[src/rtl/perf_pkg.sv]
// Shared definitions for the multi-core performance monitor: event encoding,
// default finish code and read-address field layout.
package perf_pkg;

  typedef enum logic [1:0] {
    EV_CYCLE   = 2'd0,
    EV_INSTRET = 2'd1,
    EV_BRPRED  = 2'd2,
    EV_BRMISP  = 2'd3
  } perf_event_e;

  localparam logic [31:0] FINI_CODE_DEFAULT = 32'h0002_0000;

  // Read address is {core, event, word}; word select sits in the LSB.
  localparam int WORD_POS  = 0;
  localparam int EVENT_LSB = 1;
  localparam int EVENT_W   = 2;
  localparam int CORE_LSB  = 3;

  function automatic int core_width(input int ncores);
    return (ncores <= 1) ? 1 : $clog2(ncores);
  endfunction

endpackage

[src/rtl/perf_cnt_bank.sv]
// One core's cycle/instret/brpred/brmisp counters and sticky finish flag.
// With PERF_SNAPSHOT_EN defined, also holds a high-word shadow for atomic 64-bit reads.
module perf_cnt_bank
  import perf_pkg::*;
#(
  parameter int          CNT_W     = 64,
  parameter logic [31:0] FINI_CODE = FINI_CODE_DEFAULT
) (
  input  logic             clk,
  input  logic             rst,
  input  logic             clr,
  input  logic             stall,
  input  logic             retire,
  input  logic             ctrl_tsfr,
  input  logic             br_misp,
  input  logic             fini_wvalid,
  input  logic [31:0]      fini_wdata,
`ifdef PERF_SNAPSHOT_EN
  input  logic             snap_latch,
  input  logic [1:0]       snap_event,
`endif
  output logic [3:0][31:0] lo_word,
  output logic [3:0][31:0] hi_word,
  output logic             fini
);

  logic [CNT_W-1:0] cycle_cnt;
  logic [CNT_W-1:0] instret_cnt;
  logic [CNT_W-1:0] brpred_cnt;
  logic [CNT_W-1:0] brmisp_cnt;
  logic             inc_instret;
  logic             inc_brpred;
  logic             inc_brmisp;
  logic [3:0][31:0] live_hi;

  assign inc_instret = retire && !stall;
  assign inc_brpred  = inc_instret && ctrl_tsfr;
  assign inc_brmisp  = inc_brpred && br_misp;

  // Clear beats any same-cycle increment or finish write; a finished core freezes.
  always_ff @(posedge clk) begin
    if (rst || clr) begin
      cycle_cnt   <= '0;
      instret_cnt <= '0;
      brpred_cnt  <= '0;
      brmisp_cnt  <= '0;
      fini        <= 1'b0;
    end else if (!fini) begin
      cycle_cnt <= cycle_cnt + CNT_W'(1);
      if (inc_instret) instret_cnt <= instret_cnt + CNT_W'(1);
      if (inc_brpred)  brpred_cnt  <= brpred_cnt + CNT_W'(1);
      if (inc_brmisp)  brmisp_cnt  <= brmisp_cnt + CNT_W'(1);
      if (fini_wvalid && (fini_wdata == FINI_CODE)) fini <= 1'b1;
    end
  end

  assign lo_word[EV_CYCLE]   = cycle_cnt[31:0];
  assign lo_word[EV_INSTRET] = instret_cnt[31:0];
  assign lo_word[EV_BRPRED]  = brpred_cnt[31:0];
  assign lo_word[EV_BRMISP]  = brmisp_cnt[31:0];

  // A 32-bit counter shifts down to zero, so its high word always reads 0.
  assign live_hi[EV_CYCLE]   = 32'(cycle_cnt >> 32);
  assign live_hi[EV_INSTRET] = 32'(instret_cnt >> 32);
  assign live_hi[EV_BRPRED]  = 32'(brpred_cnt >> 32);
  assign live_hi[EV_BRMISP]  = 32'(brmisp_cnt >> 32);

`ifdef PERF_SNAPSHOT_EN
  logic [31:0] shadow;
  logic        shadow_valid;
  logic [1:0]  shadow_event;

  always_ff @(posedge clk) begin
    if (rst || clr) begin
      shadow       <= '0;
      shadow_valid <= 1'b0;
      shadow_event <= '0;
    end else if (snap_latch) begin
      shadow       <= live_hi[snap_event];
      shadow_valid <= 1'b1;
      shadow_event <= snap_event;
    end
  end

  always_comb begin
    hi_word = live_hi;
    for (int e = 0; e < 4; e++) begin
      if (shadow_valid && (shadow_event == 2'(e))) hi_word[e] = shadow;
    end
  end
`else
  assign hi_word = live_hi;
`endif

endmodule

[src/rtl/perf_monitor.sv]
// Multi-core performance counters with a registered 1-cycle-latency read port.
// Optional PERF_SNAPSHOT_EN makes word-0 then word-1 reads return a consistent 64-bit pair.
module perf_monitor
  import perf_pkg::*;
#(
  parameter int          NCORES    = 4,
  parameter int          CNT_W     = 64,
  parameter logic [31:0] FINI_CODE = FINI_CODE_DEFAULT,
  localparam int         CW        = core_width(NCORES)
) (
  input  logic                 clk_i,
  input  logic                 rst_i,
  input  logic                 clr_i,
  input  logic [NCORES-1:0]    stall_i,
  input  logic [NCORES-1:0]    retire_i,
  input  logic [NCORES-1:0]    ctrl_tsfr_i,
  input  logic [NCORES-1:0]    br_misp_i,
  input  logic [NCORES-1:0]    fini_wvalid_i,
  input  logic [32*NCORES-1:0] fini_wdata_i,
  input  logic                 rd_en_i,
  input  logic [CW+2:0]        rd_addr_i,
  output logic [31:0]          rd_data_o,
  output logic                 rd_valid_o,
  output logic [NCORES-1:0]    fini_o,
  output logic                 all_fini_o
);

  logic             rd_word;
  logic [1:0]       rd_event;
  logic [CW-1:0]    rd_core;
  logic [31:0]      rd_next;
  logic [3:0][31:0] bank_lo [NCORES];
  logic [3:0][31:0] bank_hi [NCORES];

  assign rd_word  = rd_addr_i[WORD_POS];
  assign rd_event = rd_addr_i[EVENT_LSB +: EVENT_W];
  assign rd_core  = rd_addr_i[CORE_LSB +: CW];

  for (genvar c = 0; c < NCORES; c++) begin : gen_bank
    perf_cnt_bank #(
      .CNT_W     (CNT_W),
      .FINI_CODE (FINI_CODE)
    ) u_bank (
      .clk         (clk_i),
      .rst         (rst_i),
      .clr         (clr_i),
      .stall       (stall_i[c]),
      .retire      (retire_i[c]),
      .ctrl_tsfr   (ctrl_tsfr_i[c]),
      .br_misp     (br_misp_i[c]),
      .fini_wvalid (fini_wvalid_i[c]),
      .fini_wdata  (fini_wdata_i[32*c +: 32]),
`ifdef PERF_SNAPSHOT_EN
      .snap_latch  (rd_en_i && !rd_word && (rd_core == CW'(c))),
      .snap_event  (rd_event),
`endif
      .lo_word     (bank_lo[c]),
      .hi_word     (bank_hi[c]),
      .fini        (fini_o[c])
    );
  end

  // Core indices with no bank never match, so they read back as zero.
  always_comb begin
    rd_next = '0;
    for (int c = 0; c < NCORES; c++) begin
      if (rd_core == CW'(c)) rd_next = rd_word ? bank_hi[c][rd_event] : bank_lo[c][rd_event];
    end
  end

  always_ff @(posedge clk_i) begin
    if (rst_i) begin
      rd_data_o  <= '0;
      rd_valid_o <= 1'b0;
    end else begin
      rd_valid_o <= rd_en_i;
      if (rd_en_i) rd_data_o <= rd_next;
    end
  end

  assign all_fini_o = &fini_o;

endmodule
[config.mk]
export PLATFORM = sky130hd
export DESIGN_NAME = perf_monitor
export DESIGN_NICKNAME = d
export VERILOG_FILES = /design/src/rtl/perf_pkg.sv /design/src/rtl/perf_cnt_bank.sv /design/src/rtl/perf_monitor.sv
export SDC_FILE = /design/constraint.sdc
export NUM_CORES = 2
export LEC_CHECK = 0
export CELL_PAD_IN_SITES_DETAIL_PLACEMENT = 0
export CELL_PAD_IN_SITES_GLOBAL_PLACEMENT = 1
export CORE_UTILIZATION = 40
export CTS_CLUSTER_SIZE = 16
export DETAILED_ROUTE_END_ITERATION = 10
export MAX_ROUTING_LAYER = met4
export PLACE_DENSITY = 0.74
export SYNTH_ARGS = -nofsm -noshare
export SYNTH_HDL_FRONTEND = slang
export SYNTH_SLANG_ARGS = --single-unit
[constraint.sdc]
create_clock -name clk_i -period 3.68 [get_ports clk_i]
set_input_delay 0.552 -clock clk_i [delete_from_list [all_inputs] [get_ports clk_i]]
set_output_delay 0.552 -clock clk_i [all_outputs]
set_load 0.02 [all_outputs]
==> metrics <==
Fill cells 13.7k; fmax 326 MHz; pwr dens 391 nW/um^2; Setup violations, final 0; R2R Path Start gen_bank[2].u_bank.cycle_cnt[0]; Cell Count, Final, Fillers Out 8752; Setup Skew 0.0282 ns; crit path time final 3.07 ns; Max rail drop VDD 364 uV; GRT overflow 0; Max-slew headroom 0.391; Final Cell Area 66600 um^2; TritonCTS Sinks 1061; synthesized area 57500 um^2; area post-placement 62200 um^2; via count 54.6k; Num CTS Buffers 130; largest net degree at the start of global routing 92; Routed Antenna Nets 0; post-synthesis sequential area ratio 0.369; WS Path Type flip-flop to flip-flop; Synth Register Bits 1061; vias per std cell 6.24; Post-Syn Area per Cell 8.67 um^2; top-count cell post-synth dfxtp_1; Fin Hold WS 0.224 ns; fraction of layout cells with a size suffix above 1 0.109; nets@finish 6930; Clk Latency, worst-skew pair 0.78 ns; Pins Over Slew Limit 0; Hold Crit Start rd_addr_i[3]; net switching power 0.00616 W; Mapped Nets 6805; fin crit share 0.834; Post-CTS Setup Bufs 0; H-Tree Depth 4; critical path data required time 4.39 ns; I/O Pins 195; max-cap check violation count 0; antenna violations before repair 10; WP data arrival 3.78 ns; Worst setup endpoint gen_bank[2].u_bank.cycle_cnt[60]; Die Ht 381 um; RSZ-0062 raised after global routing false; die area 145000 um^2; Synth async-reset ratio 0; std cell rows 138; Post-synth EDFFs 0; # DRC 0; startpoint types flip-flop; CORE AREA 142000 um^2; worst reg2reg setup slack 0.61 ns; Pint 0.0199 W; Synth cell types 67; Critical Path Start gen_bank[2].u_bank.cycle_cnt[0]; CTS max path bufs 3; port bufs 194; RR Endpoint gen_bank[2].u_bank.cycle_cnt[60]; Max FO, Critical Path 15; Ys Warns 0; PostCTS Resize Cnt 0; Synth area leader dfxtp_1; status completed; global placer's final weighted congestion 0.996; CTS tree built; clock power share 0.512; Die Wd 381 um; gr usage total 0.286; vias in the first global route 48.8k; Post-Syn Instances 6631; Placed Instances 8514; clock slew at reported path FFs 0.06 ns; commonest cells in the netlist dfxtp_1, nor2_1, a21oi_1; Register Area 21200 um^2; final hold viol count 0; Leak Pwr 19.2 nW; Post-CTS Hold Buffers 0; worst min path class primary input to flip-flop; share of the synthesized area in the top cell type 0.369; Wirelength per Cell 23.7 um; Routed WL 207 mm; Reg power frac 0.444; Final TNS setup 0 ns; synth top area cells dfxtp_1, mux4_2, a21oi_1, nor2_1, nand4_1; Root Buffer clkbuf_16; initial core utilization 0.405; Worst Max-Slew Pin Slew 0.907 ns; CP Capture Type flip-flop; router iterations before antenna repair 8; Top FF cell, synth dfxtp_1; worst reg2reg path depth 6; Switching Fraction 0.236; Layout area overhead 15.8%; First DRT Iteration DRCs 5614; post-DP HPWL 157 mm; area of the multi-input gates 34100 um^2; first-pass GRT wire length 312 mm; Comb power frac 0.044; Final Power 0.0260 W
==> registers in the layout, indices dropped and copies added, names as in the netlist <==
signal	cells
gen_bank.u_bank.brmisp_cnt	256
gen_bank.u_bank.brpred_cnt	256
gen_bank.u_bank.cycle_cnt	256
gen_bank.u_bank.instret_cnt	256
rd_data_o	32
gen_bank.u_bank.fini	4
rd_valid_o	1
==> per-layer routing <==
layer	GRT usage	wire, um	vias up
met2	0.419	90500	2134
met5	-	0	-
met1	0.394	91300	26600
li1	-	-	25400
met4	0.102	7600	0
met3	0.0508	17700	361
==> worst min-delay path by stage <==
| stage | cells past startpoint | end |
|---|---|---|
| floorplan | 2 | gen_bank[0].u_bank.brpred_cnt[63] |
| global placement | 2 | gen_bank[3].u_bank.instret_cnt[63] |
| detailed placement | 2 | rd_data_o[13] |
| CTS | 3 | rd_data_o[6] |
| global route | 3 | rd_data_o[24] |
| finish | 3 | rd_data_o[6] |
==> cell type report <==
| type | count | share of cell area |
|---|---|---|
| multi-input combinational | 5016 | 0.513 |
| tap | 1890 | 0.0355 |
| antenna | 7 | 0.000263 |
| clock buffer | 190 | 0.0582 |
| clock inverter | 41 | 0.00780 |
| timing repair buffer | 413 | 0.0588 |
| sequential | 1061 | 0.319 |
| inverter | 134 | 0.00756 |
==> critical path, stage by stage (launching register included) <==
cell,delay [ns]
dfxtp_1,0.42
ha_1,0.20
and4b_1,0.30
and4_1,0.64
nand4_1,0.62
or4_1,0.67
a21oi_1,0.15
==> cell usage in the layout (no fill, tap or decap), drive strengths merged, types with 29 or more instances in the layout <==
cell type and count:
dfxtp 1061, nor2 595, a21oi 542, nand2 449
nand3 377, nand4 352, or4 283, or3 267
o21ai 259, o31ai 258, mux4 256, buf 225
xor2 222, xnor2 221, clkbuf 190, clkdlybuf4s50 188
nor3 161, nor4 156, inv 139, and3 105
and4 101, and2 59, o22ai 42, mux2i 29
==> cell families (layout without fill, tap and decap cells) <==
logic type / count (synthesis) / count (layout) / synth area share
simple gates: 3005 / 3005 / 0.285
compound gates: 1264 / 1264 / 0.131
flops: 1061 / 1061 / 0.369
buf+inv: 554 / 778 / 0.0374
xor+xnor: 443 / 443 / 0.0675
mux: 287 / 287 / 0.106
fa+ha+maj: 17 / 17 / 0.00370
other cells: 0 / 7 / 0
==> power groups by stage <==
stage          clock [W]  combinational [W]  sequential (W)
5_1_grt           0.0140            0.00121          0.0116
6_report          0.0133            0.00114          0.0116
4_1_cts           0.0135            0.00114          0.0116
3_3_place_gp           0            0.00113          0.0118
3_5_place_dp           0            0.00114          0.0118
2_1_floorplan          0           0.000568          0.0118
==> metrics by stage <==
step,setup slack [ns],utilization
final,0.612,0.468
after global routing,0.448,0.468
after CTS,0.604,0.468
after detailed placement,0.186,0.437
after global placement,0.169,0.437
after floorplan,0.974,-
Note: power is estimated with default switching activity, not from simulation.
